**src/rtl/lsu_stage.sv**
```systemverilog
// ---------------------------------------------------------------------------
// lsu_stage
//
// Load/store stage that sits directly behind the ALU. The ALU result is the
// effective address and the rt value is the store data. Each accepted
// aligned op runs one req/ack transaction against a variable-latency data
// memory. Load data is aligned and extended, then retired as a one-cycle
// write-back pulse. The upstream pipeline is held through `stall` while a
// transaction is in flight.
//
// Ports
//   clk, rst      rising-edge clock, synchronous active-high reset
//   op_valid      op presented; upstream keeps it stable while stall=1
//   op_load       load op (wins over op_store when both are set)
//   op_store      store op
//   op_size       00 byte, 01 half, 10/11 word
//   op_unsigned   1 = zero-extend loads, 0 = sign-extend
//   addr          effective address (ALU result)
//   store_data    rt value; byte/half stores use its low lanes
//   stall         hold upstream
//   wb_valid      one-cycle pulse, wb_data carries a retired load
//   wb_data       aligned/extended load data, holds between loads
//   misalign      one-cycle pulse, misaligned access rejected
//   timeout_err   one-cycle pulse, memory never acknowledged
//   mem_req       request, held until ack or timeout
//   mem_we        1 = write
//   mem_addr      word-aligned address
//   mem_be        byte enables
//   mem_wdata     lane-replicated store data
//   mem_ack       one-cycle completion from memory
//   mem_rdata     read word, valid in the mem_ack cycle
// ---------------------------------------------------------------------------
module lsu_stage #(
  parameter int ADDR_W  = 32,
  parameter int DATA_W  = 32,
  parameter int TIMEOUT = 15
) (
  input  logic              clk,
  input  logic              rst,
  input  logic              op_valid,
  input  logic              op_load,
  input  logic              op_store,
  input  logic [1:0]        op_size,
  input  logic              op_unsigned,
  input  logic [ADDR_W-1:0] addr,
  input  logic [DATA_W-1:0] store_data,
  output logic              stall,
  output logic              wb_valid,
  output logic [DATA_W-1:0] wb_data,
  output logic              misalign,
  output logic              timeout_err,
  output logic              mem_req,
  output logic              mem_we,
  output logic [ADDR_W-1:0] mem_addr,
  output logic [3:0]        mem_be,
  output logic [DATA_W-1:0] mem_wdata,
  input  logic              mem_ack,
  input  logic [DATA_W-1:0] mem_rdata
);

  typedef enum logic [1:0] {
    IDLE = 2'b00,
    REQ  = 2'b01,
    DONE = 2'b10
  } state_t;

  // The counter holds the number of REQ cycles already completed, so the
  // TIMEOUT-th REQ cycle is the one where it reads TIMEOUT-1.
  localparam logic [7:0] TIMEOUT_LAST = 8'(TIMEOUT - 1);

  state_t state;
  state_t state_next;

  // Decoded view of the presented op
  logic accept;
  logic is_half;
  logic is_word;
  logic misaligned;
  logic start;
  logic timeout_hit;

  // Request side, formatted from the presented op
  logic [3:0]        be_fmt;
  logic [DATA_W-1:0] wdata_fmt;

  // Transaction context captured at accept time
  logic [ADDR_W-3:0] addr_word_q;
  logic [1:0]        lane_q;
  logic [1:0]        size_q;
  logic              uns_q;
  logic              we_q;
  logic              is_load_q;
  logic [3:0]        be_q;
  logic [DATA_W-1:0] wdata_q;
  logic [7:0]        cnt_q;
  logic              timeout_err_q;
  logic [DATA_W-1:0] wb_data_q;

  // Load data after lane selection and extension
  logic [7:0]        ld_byte;
  logic [15:0]       ld_half;
  logic [DATA_W-1:0] load_ext;

  // Size 11 is treated as a word, so bit 1 alone identifies word accesses.
  assign accept     = op_valid & (op_load | op_store);
  assign is_half    = (op_size == 2'b01);
  assign is_word    = op_size[1];
  assign misaligned = (is_half & addr[0]) | (is_word & (addr[1:0] != 2'b00));
  assign start      = (state == IDLE) & accept & ~misaligned;

  // An ack on the last allowed cycle still completes the transaction.
  assign timeout_hit = (state == REQ) & ~mem_ack & (cnt_q == TIMEOUT_LAST);

  // Byte enables and lane-replicated write data for the presented op.
  // Replicating the data lets the memory pick it up from whichever lanes
  // the enables select without a shifter on the memory side.
  always_comb begin
    be_fmt    = 4'b1111;
    wdata_fmt = store_data;
    case (op_size)
      2'b00: begin
        be_fmt    = 4'b0001 << addr[1:0];
        wdata_fmt = {4{store_data[7:0]}};
      end
      2'b01: begin
        be_fmt    = addr[1] ? 4'b1100 : 4'b0011;
        wdata_fmt = {2{store_data[15:0]}};
      end
      default: begin
        be_fmt    = 4'b1111;
        wdata_fmt = store_data;
      end
    endcase
  end

  // Lane select and extension of the returning read word, driven by the
  // context captured at accept time.
  always_comb begin
    ld_byte  = 8'h00;
    ld_half  = 16'h0000;
    load_ext = mem_rdata;
    case (lane_q)
      2'd0:    ld_byte = mem_rdata[7:0];
      2'd1:    ld_byte = mem_rdata[15:8];
      2'd2:    ld_byte = mem_rdata[23:16];
      default: ld_byte = mem_rdata[31:24];
    endcase
    ld_half = lane_q[1] ? mem_rdata[31:16] : mem_rdata[15:0];
    case (size_q)
      2'b00:   load_ext = uns_q ? {24'h000000, ld_byte}
                                : {{24{ld_byte[7]}}, ld_byte};
      2'b01:   load_ext = uns_q ? {16'h0000, ld_half}
                                : {{16{ld_half[15]}}, ld_half};
      default: load_ext = mem_rdata;
    endcase
  end

  // State register
  always_ff @(posedge clk) begin
    if (rst) begin
      state <= IDLE;
    end else begin
      state <= state_next;
    end
  end

  // Next-state logic. DONE always drains back to IDLE; the op still shown
  // on op_valid during DONE is the one retiring, so it is not re-accepted.
  always_comb begin
    state_next = state;
    case (state)
      IDLE: begin
        if (start) begin
          state_next = REQ;
        end
      end
      REQ: begin
        if (mem_ack) begin
          state_next = DONE;
        end else if (timeout_hit) begin
          state_next = IDLE;
        end
      end
      DONE:    state_next = IDLE;
      default: state_next = IDLE;
    endcase
  end

  // Transaction context, timeout counter and write-back register. Context
  // is captured only on accept so the memory-side outputs stay stable for
  // the whole request. wb_data changes only when a load completes.
  always_ff @(posedge clk) begin
    if (rst) begin
      addr_word_q   <= '0;
      lane_q        <= 2'b00;
      size_q        <= 2'b00;
      uns_q         <= 1'b0;
      we_q          <= 1'b0;
      is_load_q     <= 1'b0;
      be_q          <= 4'b0000;
      wdata_q       <= '0;
      cnt_q         <= 8'd0;
      timeout_err_q <= 1'b0;
      wb_data_q     <= '0;
    end else begin
      if (start) begin
        addr_word_q <= addr[ADDR_W-1:2];
        lane_q      <= addr[1:0];
        size_q      <= op_size;
        uns_q       <= op_unsigned;
        we_q        <= op_store & ~op_load;
        is_load_q   <= op_load;
        be_q        <= be_fmt;
        wdata_q     <= wdata_fmt;
      end

      if (start) begin
        cnt_q <= 8'd0;
      end else if (state == REQ) begin
        cnt_q <= cnt_q + 8'd1;
      end

      timeout_err_q <= timeout_hit;

      if ((state == REQ) && mem_ack && is_load_q) begin
        wb_data_q <= load_ext;
      end
    end
  end

  // Output decode. Memory-side fields are only driven while a request is
  // outstanding so the bus reads as zero whenever the stage is idle.
  always_comb begin
    stall     = 1'b0;
    misalign  = 1'b0;
    wb_valid  = 1'b0;
    mem_req   = 1'b0;
    mem_we    = 1'b0;
    mem_addr  = '0;
    mem_be    = 4'b0000;
    mem_wdata = '0;
    case (state)
      IDLE: begin
        stall    = start;
        misalign = accept & misaligned;
      end
      REQ: begin
        stall     = 1'b1;
        mem_req   = 1'b1;
        mem_we    = we_q;
        mem_addr  = {addr_word_q, 2'b00};
        mem_be    = be_q;
        mem_wdata = wdata_q;
      end
      DONE: begin
        wb_valid = is_load_q;
      end
      default: begin
        stall = 1'b0;
      end
    endcase
  end

  assign wb_data     = wb_data_q;
  assign timeout_err = timeout_err_q;

endmodule

```
**config.mk**
```make
export PLATFORM = sky130hd
export DESIGN_NAME = lsu_stage
export DESIGN_NICKNAME = d
export VERILOG_FILES = /design/src/rtl/lsu_stage.sv
export SDC_FILE = /design/constraint.sdc
export NUM_CORES = 1
export LEC_CHECK = 0
export ABC_AREA = 1
export CAP_MARGIN = 20
export CORE_ASPECT_RATIO = 0.8
export CORE_MARGIN = 2
export CORE_UTILIZATION = 40
export DETAILED_ROUTE_END_ITERATION = 7
export PLACE_DENSITY = 0.75
export REMOVE_ABC_BUFFERS = 1
export SLEW_MARGIN = 20
export SYNTH_ARGS = -nofsm -noshare
export SYNTH_HDL_FRONTEND = slang
export SYNTH_SLANG_ARGS = --single-unit
```
**constraint.sdc**
```tcl
create_clock -name clk -period 1.87 [get_ports clk]
set_input_delay 0.2805 -clock clk [delete_from_list [all_inputs] [get_ports clk]]
set_output_delay 0.2805 -clock clk [all_outputs]
set_load 0.05 [all_outputs]
```
Word-level counts from Yosys, hierarchy flattened. Cells that the tools add are included.

$add $sub $neg: 1. Equality and inequality tests: 9. Shift operators: 1. Multiplexer cells: 20. Bitwise operators: 14. Reduce and logical (&&, ||, !) cells: 9.

Operator list (number): $mux 32 (4); $pmux 32 s2 (2); $pmux 8 s3 (1); $mux 16 (1); $and 1x1->1 (9); $add 8x1->8 const B (1); $eq 2x1->1 const B (4); $eq 8x4->1 const B (1); $logic_not 2->1 (4); $mux 4 (2); $pmux 4 s2 (1); $mux 2 (3); $eq 2x2->1 const B (2); $mux 1 (4); $pmux 2 s2 (1); $shl 1x2->4 const A (1); $ne 3x3->1 const B (1); $not 1->1 (3); $logic_and 1x1->1 (2); $ne 2x2->1 const B (1); $or 1x1->1 (2); $pmux 1 s2 (1); $reduce_and 2->1 (1); $reduce_bool 2->1 (1); $reduce_or 2->1 (1).

Register bits: 116. Input bits: 105. Output and inout port bits: 106. Word-level logic and storage cells: 66.

Logic depth before layout (Yosys ltp). Gate-level depths: netlist of the first run.

Word-level depth: 7. Depth in mapped cells: 9. Gate-level depth less buffers: 8.

Least setup slack after synthesis of the first run. Ideal clock, no wire load.

Path kind: reg-to-output. From: register state[1]. To: output wb_valid. Arrival time: 1499 ps. Data required time: 1590 ps. Setup slack: 91 ps. Stages on the path, launching flop included: 3. Path buffers: 0. Cells stage by stage: dfxtp_1 > inv_1 > nor3_1.

Cells in the longest elaborated chain, start to end: 2.

RTL lines: start: declaration (RTL line 71) `state_t state;`; start signal: assignment (RTL line 163) `state <= state_next;`; $eq 2x2->1 (RTL line 242) `case (state)`; $mux 1 (RTL line 242); end: declaration (RTL line 48) `output logic wb_valid,`.

Every way passes these cells.

Worst setup path in the final report of the first run.
From: register wb_data_q[0], in the netlist wb_data[0]. To: output wb_data[0].

RTL lines: start: declaration (RTL line 97) `logic [DATA_W-1:0] wb_data_q;`; start signal: assignment (RTL line 226) `wb_data_q <= load_ext;`; end: declaration (RTL line 49) `output logic [DATA_W-1:0] wb_data,`.

No word-level cell between the ends.

==> summary.md, run 1 <==
| Metric | Value |
|---|---|
| Main synth FF type | dfxtp_1 |
| PortBufs | 208 |
| Required time of the critical path | 1.59 ns |
| Status | complete, no violations |
| WP data arrival | 1.56 ns |
| CTS Buf Count | 17 |
| Final HPWL from detailed placement | 13,300 um |
| Worst path slowest cell | clkdlybuf4s50_1 |
| Largest net degree at the start of global routing | 38 |
| CP Cell Sequence | clkdlybuf4s50_1 |
| Fmax | 0.5428 GHz |
| Gr usage total | 23.99% |
| Max VDD drop | 0.7185 mV |
| Placer Congestion | 0.8536 |
| Skew-Pair Late Insertion Delay | 0.41 ns |
| Type of origin of the critical path | register |
| Final setup fails | 0 |
| H-tree depth | 4 |
| First-pass GRT wire length | 30,280 um |
| CP endpoint kind | output port |
| Top cell type by total area after synthesis | dfxtp_1 |
| Fin crit share | 98.51% |
| Clk slew on worst S/H paths | 0.05 ns |
| Yosys warns | 0 |
| Hold Buf Count CTS | 0 |
| Register area | 0.002325 mm2 |
| Buffer and inverter count on the worst path | 1 |
| Dpl cells | 1,270 |
| Pwr dens | 734.8 mW/mm2 |
| Sw Pwr | 1.764 mW |
| Share of the synthesized area in the top cell type | 39.46% |
| Cell count after synthesis | 891 |
| Finished Layout Cells | 1,300 |
| Synth Register Bits | 116 |
| Die Ht | 112.5 um |
| Cell with the most instances after synthesis | nand2_1 |
| Slew HR | 63.55% |
| Multi-input gate area | 0.002907 mm2 |
| Num rows | 39 |
| Via Count | 6,247 |
| Final Hold Slack | 0.4237 ns |
| Die W | 139.6 um |
| Routed WL per cell | 14.41 um |
| Max Cap Viol | 0 |
| Switch share | 24.71% |
| TritonCTS clock tree | built |
| Post-route ant nets | 0 |
| Initial DRC count | 304 |
| Fill cells | 1,169 |
| Mean post-synth cell area | 6.606 um2 |
| Pre-antenna DRT Iters | 5 |
| Ports | 211 |
| Post-CTS setup buffers | 0 |
| Antenna violations before repair | 1 |
| Critical path fanouts, max | 2 |
| P&R area growth vs syn | 65.05% |
| Skew final | 0.006502 ns |
| Cell variety after synth | 37 |
| CP Class | reg -> out |
| WL final | 18,740 um |
| Grt ovf | 0 |
| Commonest cells in the netlist | 263 x nand2_1, 116 x dfxtp_1, 115 x inv_1 |
| Hold Violations, Final | 0 |
| Nets | 1,212 |
| Clock power share | 47.4% |
| Cell Area, Synth | 0.005886 mm2 |
| EDFF count, synth | 0 |
| Top cells by area, synth | dfxtp_1 39%, nand2_1 17%, inv_1 7.3% |
| Post-layout min period | 1.842 ns |
| Comb pwr share | 16.0% |
| Fin worst setup slack | 0.02787 ns |
| CP delay by family, top | buffers and inverters |
| Worst-Margin Slew | 0.5490 ns |
| Initial Util | 41.03% |
| DP Worst Slack | -0.08413 ns |
| Power Internal | 5.374 mW |
| Setup TNS | 0 ns |
| Worst hold path type | in -> reg |
| Clk root buf | clkbuf_16 |
| Largest stage delay, worst path | 0.82 ns |
| RSZ-0062 raised after global routing | no |
| Layout cells sized above 1 | 19.27% |
| Ys async rst share | 0% |
| Power, Total | 7.138 mW |
| N_diodes | 0 |
| CTS Sinks | 116 |
| DRC viols | 0 |
| Maximum buffer depth of the clock tree | 2 |
| Register area share after synthesis | 39.46% |
| Vias per cell | 4.805 |
| Core Area | 0.01435 mm2 |
| Die area | 0.01571 mm2 |
| Max Slew Vio Count | 0 |
| Static Leakage | 4.339 nW |
| Vias in the first global route | 6,141 |
| Sequential share of power | 36.6% |
[cell usage in the layout (no fill, tap or decap), types with 32 or more instances in the layout]
master | Yosys | routed
nand2_1 | 263 | 262
inv_1 | 115 | 115
dfxtp_1 | 116 | 114
clkdlybuf4s50_1 | 0 | 113
nor2_1 | 110 | 81
buf_12 | 0 | 79
a21oi_1 | 64 | 64
nand3_1 | 41 | 41
o21ai_0 | 37 | 36
nor2_2 | 3 | 32
[flip-flops by register name, indices dropped and copies added (netlist names)]
signal and flops:
size_q 2, uns_q 1, lane_q 2, cnt_q 8, we_q 1, wb_data 32
is_load_q 1, timeout_err 1, state 2, wdata_q 32, be_q 4, addr_word_q 30
[repair_timing]
action,in CTS,in global routing
cloned,0,0
endpoints found under the setup margin,6,62
gates resized for setup,7,46
pin swaps,1,0
[layer usage]
| layer | global-route usage (%) | part of all wire [%] |
|---|---|---|
| met2 | 37.78 | 45 |
| met4 | 10.07 | 2.1 |
| met3 | 7.551 | 8.3 |
| met5 | 0 | 0.075 |
| met1 | 30.62 | 45 |
[final cells by class]
| type | instances | area share (%) |
|---|---|---|
| repair buffers | 243 | 32.74 |
| multi-input cells | 606 | 29.92 |
| flip-flops and latches | 116 | 23.93 |
| clock buffers | 27 | 5.384 |
| inverters | 121 | 4.727 |
| well taps | 184 | 2.370 |
| clock inverters | 3 | 0.9274 |
[per-stage QoR]
step / instance area (um2) / util [%]
2_1_floorplan: 5609 / -
3_3_place_gp: 8987 / 62.65
3_5_place_dp: 8987 / 62.65
4_1_cts: 9602 / 66.93
5_1_grt: 9714 / 67.71
6_report: 9714 / 67.71
[power by group through the flow]
stage	logic [mW]	clock network, mW	registers (mW)
floorplan	0.498	0	2.68
global placement	1.10	0	2.66
detailed placement	1.11	0	2.66
CTS	1.13	3.42	2.61
global route	1.24	3.55	2.62
finish	1.14	3.38	2.62
[final timing paths]
path               start               to  slack, ns  cells past startpoint
max           wb_data[0]       wb_data[0]       0.03                      1
min             addr[30]  addr_word_q[28]       0.42                      3
max reg2reg     state[0]      wb_data[21]       0.39                      8
min reg2reg  wdata_q[15]      wdata_q[15]       0.45                      2
[cells by family after synthesis]
kind of cell,count (synthesis),synth area share (%)
flip-flops,116,39.46
adder cells (fa/ha/maj),2,0.4251
AND/OR/NAND/NOR,436,30.61
other,1,0.06371
XOR/XNOR,2,0.2977
AO/OA/AOI/OAI,164,16.58
buffers and inverters,170,12.56
(Power assumes the default switching activity.)
==> inputs of run 2 (changes only) <==
--- a/config.mk
+++ b/config.mk
@@ -11,8 +11,9 @@
 export CORE_MARGIN = 2
 export CORE_UTILIZATION = 40
 export DETAILED_ROUTE_END_ITERATION = 7
-export PLACE_DENSITY = 0.75
+export PLACE_DENSITY_LB_ADDON = 0.25
 export REMOVE_ABC_BUFFERS = 1
+export SKIP_CTS_REPAIR_TIMING = 1
 export SLEW_MARGIN = 20
 export SYNTH_ARGS = -nofsm -noshare
 export SYNTH_HDL_FRONTEND = slang
==> run 2 against run 1 <==
  * Cell count is 0.54% higher
  * Largest power group unchanged
  * Utilization is 0.58 points higher
  * Critical path type unchanged
  * Non-clock buffer count is 5 higher
  * Hold slack worse by 0.0028 ns
  * Final area is 0.85% higher
  * Sequential cell count stayed put
  * Highest routed layer is now met4
  * Global-route usage is 0.52 points lower
  * Fmax is 0.58% higher
  * Die area stayed put
  * Sequential share of layout area is 0.20 points lower
  * First-iteration DRC count is 36% higher
  * Via count hardly changed
==> summary.md, run 2 (synthesis results as in run 1) <==
| Metric | Value |
|---|---|
| Status | complete, no violations |
| Worst hold path type | in -> reg |
| CP Cell Sequence | clkdlybuf4s50_1 |
| Max Cap Viol | 0 (unchanged) |
| Finished Layout Cells | 1,307 (+0.54%) |
| Power, Total | 7.213 mW (+1.1%) |
| R2r worst-path depth | 8 (unchanged) |
| CTS Buf Count | 17 (unchanged) |
| Min-delay src | addr[31] |
| Vias in the first global route | 5,930 (-3.4%) |
| Antenna violations before repair | 0 (-1) |
| CP endpoint kind | output port |
| CP Class | reg -> out |
| WL final | 18,680 um (-0.30%) |
| N_diodes | 0 (unchanged) |
| Skew-Pair Late Insertion Delay | 0.42 ns (about the same) |
| Worst path slowest cell | clkdlybuf4s50_1 |
| Die area | 0.01571 mm2 (unchanged) |
| TritonCTS clock tree | built |
| First-pass GRT wire length | 29,600 um (-2.3%) |
| Largest stage delay, worst path | 0.81 ns (about the same) |
| Reg-to-Reg End | wb_data[29] |
| Area of placed instances | 0.008985 mm2 (about the same) |
| Gr usage total | 23.48% (-0.52 points) |
| Buffer and inverter count on the worst path | 1 (unchanged) |
| DRC viols | 0 (unchanged) |
| Critical path fanouts, max | 2 (unchanged) |
| Clk slew on worst S/H paths | 0.06 ns (about the same) |
| Hold Violations, Final | 0 (unchanged) |
| Slew HR | 63.24% (-0.31 points) |
| Clk root buf | clkbuf_16 |
| Required time of the critical path | 1.59 ns (about the same) |
| DP Worst Slack | -0.04488 ns (+0.03926 ns) |
| Commonest non-fill, non-tap cells in the layout | 261 x nand2_1, 114 x dfxtp_1, 113 x inv_1 |
| CTS Sinks | 116 (unchanged) |
| Via Count | 6,252 (+0.080%) |
| Routed WL per cell | 14.29 um (-0.83%) |
| Post-route ant nets | 0 (unchanged) |
| Num rows | 39 (unchanged) |
| Reg-to-reg startpoint | lane_q[1] |
| Grt ovf | 0 (unchanged) |
| Fin util | 68.29% (+0.58 points) |
| Core Area | 0.01435 mm2 (unchanged) |
| Worst-Margin Slew | 0.5506 ns (+0.001607 ns) |
| Die W | 139.6 um (unchanged) |
| Largest net degree at the start of global routing | 45 (+18%) |
| H-tree depth | 4 (unchanged) |
| Hold Path Sink | addr_word_q[29] |
| Final setup fails | 0 (unchanged) |
| Post-layout min period | 1.831 ns (-0.01071 ns) |
| Fmax | 0.5460 GHz (+0.58%) |
| Layout cells sized above 1 | 19.50% (+0.24 points) |
| Max Slew Vio Count | 0 (unchanged) |
| Fin worst setup slack | 0.03858 ns (+0.01071 ns) |
| Initial Util | 41.03% (unchanged) |
| Final HPWL from detailed placement | 13,390 um (+0.66%) |
| Hold depth | 3 (unchanged) |
| Design area | 0.009797 mm2 (+0.85%) |
| Pre-antenna DRT Iters | 5 (unchanged) |
| Reg2Reg Setup Slack | 0.24 ns (-0.15 ns) |
| Skew final | 0.005398 ns (-0.001105 ns) |
| Max VDD drop | 0.6555 mV (-8.8%) |
| Vias per cell | 4.783 (-0.46%) |
| WP data arrival | 1.55 ns (about the same) |
| Ports | 211 (unchanged) |
| P&R area growth vs syn | 66.45% |
| Nets | 1,217 (+0.41%) |
| Static Leakage | 4.498 nW (+3.7%) |
| Setup TNS | 0 ns (unchanged) |
| Placer Congestion | 0.8338 (-2.3%) |
| Fin crit share | 97.94% (-0.57 points) |
| PortBufs | 208 (unchanged) |
| Pwr dens | 736.3 mW/mm2 (+0.20%) |
| Commonest non-fill, non-tap cell in the layout | nand2_1 |
| RSZ-0062 raised after global routing | no |
| Maximum buffer depth of the clock tree | 2 (unchanged) |
| Final Hold Slack | 0.4209 ns (-0.002808 ns) |
| Initial DRC count | 414 (+36%) |
| Die Ht | 112.5 um (unchanged) |
| Type of origin of the critical path | register |
| Dpl cells | 1,274 (+0.31%) |
| CP delay by family, top | buffers and inverters |
==> run 2: changes by cell type in the layout (fill, tap and decap cells not counted), sizes merged <==
cell and delta:
clkdlybuf4s50 -2, clkinv +3, clkbuf -2, dlymetal6s2s +8, dlygate4sd2 -4, clkinvlp +2, buf +2
==> run 2: final cells by class <==
| cell class | instances | area [um2] |
|---|---|---|
| Clock inverter | 8 | 120.1 |
| Sequential cell | 116 | 2325 |
| Clock buffer | 24 | 511.7 |
| Fill cell | 1208 | 4549 |
| Multi-Input combinational cell | 606 | 2910 |
| Tap cell | 184 | 230.2 |
| Inverter | 121 | 459.2 |
| Timing Repair Buffer | 248 | 3241 |
==> run 2: worst max-delay path by stage <==
stage                start  depth (start not counted)         endpoint
5_1_grt        wb_data[18]                          1      wb_data[18]
3_5_place_dp    op_size[1]                          9  addr_word_q[27]
3_3_place_gp    op_size[1]                          9   addr_word_q[0]
4_1_cts           state[1]                          5      mem_addr[9]
2_1_floorplan     state[1]                          3     mem_addr[10]
6_report        wb_data[8]                          1       wb_data[8]
==> run 2: power breakdown <==
part	switching [mW]	internal [mW]	total (mW)
logic	0.628	0.516	1.14
registers	0.0463	2.57	2.62
clock network	1.15	2.30	3.45
==> run 2: layer usage <==
metal	vias to the layer above	part of all wire [%]	track usage [%]
met2	231	44	35.78
met4	0	2.0	9.133
met3	31	7.7	7.551
met1	2795	46	31.09
li1	3195	-	-
met5	-	0	0
==> inputs of run 3 (changes only) <==
--- a/config.mk
+++ b/config.mk
@@ -13,7 +13,6 @@
 export DETAILED_ROUTE_END_ITERATION = 7
 export PLACE_DENSITY_LB_ADDON = 0.25
 export REMOVE_ABC_BUFFERS = 1
-export SKIP_CTS_REPAIR_TIMING = 1
 export SLEW_MARGIN = 20
 export SYNTH_ARGS = -nofsm -noshare
 export SYNTH_HDL_FRONTEND = slang
==> constraint.sdc (replaced) <==
create_clock -name clk -period 1.87 [get_ports clk]
set_input_delay 0.2805 -clock clk [delete_from_list [all_inputs] [get_ports clk]]
set_output_delay 0.2805 -clock clk [all_outputs]
set_load 0.1 [all_outputs]
==> run 3 against run 2 <==
  * Critical path depth grew 4
  * Routed wire length increased by 0.82%
  * Combinational power rose by 12%
  * Clock skew hardly changed
  * Count of clock-buffer cells in the layout shrank 3
  * Fmax fell by 1.3%
  * Cell count barely moved
  * Global-route usage is 0.064 points higher
  * Non-clock buffer count is 2 higher
  * Die area unchanged
  * Power up 0.19%
  * Sequential power about the same
  * Critical path type unchanged
  * Critical endpoint is now mem_wdata[21]
==> summary.md, run 3 (synthesis results as in run 1) <==
| Metric | Value |
|---|---|
| Critical path fanouts, max | 17 (+15) |
| H-tree depth | 4 (unchanged) |
| Fmax | 0.5389 GHz (-1.3%) |
| Largest net degree at the start of global routing | 40 (-11%) |
| Static Leakage | 4.127 nW (-8.3%) |
| CP endpoint kind | output port |
| N_diodes | 0 (unchanged) |
| Skew final | 0.005846 ns (+0.0004484 ns) |
| Skew-Pair Late Insertion Delay | 0.42 ns (about the same) |
| TritonCTS clock tree | built |
| Die Ht | 112.5 um (unchanged) |
| Placer Congestion | 0.8532 (+2.3%) |
| Pwr dens | 740.5 mW/mm2 (+0.57%) |
| Hold depth | 3 (unchanged) |
| Final setup fails | 0 (unchanged) |
| Vias in the first global route | 5,884 (-0.78%) |
| Status | complete, no violations |
| PortBufs | 208 (unchanged) |
| Core Area | 0.01435 mm2 (unchanged) |
| Multi-input gate area | 0.003003 mm2 (+3.2%) |
| CP Class | reg -> out |
| Reg2Reg Setup Slack | 0.24 ns (about the same) |
| Fin worst setup slack | 0.01444 ns (-0.02414 ns) |
| Fin crit share | 99.23% (+1.3 points) |
| WP data arrival | 1.58 ns (+0.03 ns) |
| Antenna violations before repair | 0 (unchanged) |
| First-pass GRT wire length | 29,890 um (+0.98%) |
| Vias per cell | 4.842 (+1.2%) |
| Layout cells sized above 1 | 25.27% (+5.8 points) |
| Hold Buf Count CTS | 0 |
| Design area | 0.009759 mm2 (-0.38%) |
| Maximum buffer depth of the clock tree | 2 (unchanged) |
| P&R area growth vs syn | 65.82% |
| Post-layout min period | 1.856 ns (+0.02414 ns) |
| Setup TNS | 0 ns (unchanged) |
| Hold Path Sink | addr_word_q[1] |
| Ports | 211 (unchanged) |
| Final HPWL from detailed placement | 13,060 um (-2.4%) |
| Gr usage total | 23.54% (+0.064 points) |
| Num rows | 39 (unchanged) |
| Commonest non-fill, non-tap cell in the layout | nand2_1 |
| Max Slew Vio Count | 0 (unchanged) |
| Reg-to-reg startpoint | lane_q[1] |
| Area of placed instances | 0.008912 mm2 (-0.81%) |
| Commonest non-fill, non-tap cells in the layout | 262 x nand2_1, 114 x dfxtp_1, 113 x inv_1 |
| Via Count | 6,333 (+1.3%) |
| Reg-to-Reg End | wb_data[0] |
| CTS Buf Count | 17 (unchanged) |
| Initial DRC count | 371 (-10%) |
| R2r worst-path depth | 8 (unchanged) |
| Type of origin of the critical path | register |
| DP Worst Slack | -0.007463 ns (+0.03741 ns) |
| Grt ovf | 0 (unchanged) |
| Nets | 1,219 (+0.16%) |
| Post-route ant nets | 0 (unchanged) |
| Die area | 0.01571 mm2 (unchanged) |
| WL final | 18,830 um (+0.82%) |
| Initial Util | 41.03% (unchanged) |
| DRC viols | 0 (unchanged) |
| Worst hold path type | in -> reg |
| Min-delay src | addr[3] |
| Required time of the critical path | 1.59 ns (about the same) |
| Max VDD drop | 0.6991 mV (+6.6%) |
| RSZ-0062 raised after global routing | yes |
| Hold Violations, Final | 0 (unchanged) |
| Die W | 139.6 um (unchanged) |
| Clk slew on worst S/H paths | 0.05 ns (about the same) |
| Clk root buf | clkbuf_16 |
| CTS Sinks | 116 (unchanged) |
| Pre-antenna DRT Iters | 7 (+2) |
| Max Cap Viol | 0 (unchanged) |
| Fill cells | 1,230 (+1.8%) |
| Register area | 0.002325 mm2 (unchanged) |
| Routed WL per cell | 14.40 um (+0.74%) |
-- run 3: area by class of cell --
class	count	area share (%)
timing repair buffer	250	32.19
multi-input combinational	606	30.77
sequential	116	23.82
tap	184	2.359
clock inverter	10	1.333
inverter	121	4.705
clock buffer	21	4.821
-- run 3: critical path, stage by stage, from the launching register on --
cell and delay (ns):
dfxtp_2 0.34, inv_2 0.08, nand2_4 0.13, buf_12 0.19, nor2_1 0.19, buf_12 0.21
-- run 3: worst max-delay path by stage --
stage | startpoint | to | slack (ns)
2_1_floorplan | state[1] | mem_addr[10] | -1.33
3_3_place_gp | op_size[1] | stall | -0.004
3_5_place_dp | op_size[1] | stall | -0.007
4_1_cts | state[0] | mem_addr[21] | -0.01
5_1_grt | state[1] | mem_wdata[29] | -0.04
6_report | state[1] | mem_wdata[21] | 0.01
-- run 3: per-stage QoR --
step,util [%],total power [mW],cells,hold WS [ns]
5_1_grt,68.03,7.508,1308,0.4170
4_1_cts,66.42,7.206,1304,0.4098
3_3_place_gp,62.12,3.860,1273,0.4410
3_5_place_dp,62.12,3.874,1273,0.4479
2_1_floorplan,-,3.278,843,0.3496
6_report,68.03,7.227,1308,0.4207
-- run 3: routing by layer --
layer  share of wire (%)  routed length, um  vias to the layer above  track usage, %
met2                  45               8515                      239           36.57
met3                 8.4               1590                       22           7.679
met4                 1.4                260                        0           6.400
met5                   0                  0                        -               0
met1                  45               8467                     2870           31.64
li1                    -                  -                     3202               -
-- run 3: where the power goes --
group	total, mW	switching (mW)	internal, mW
clock	3.33	1.15	2.18
sequential	2.62	0.0449	2.57
combinational	1.28	0.757	0.523
total	7.23	1.96	5.27
-- run 3: what timing repair did --
| action | 4_1_cts | 5_1_grt |
|---|---|---|
| endpoints found under the setup margin | 11 | 67 |
| gates resized for setup | 8 | 60 |
| endpoints found under the hold margin | 0 | 0 |
| buffers inserted | 0 | 0 |
| pin swaps | 0 | 2 |
| gates cloned | 0 | 4 |
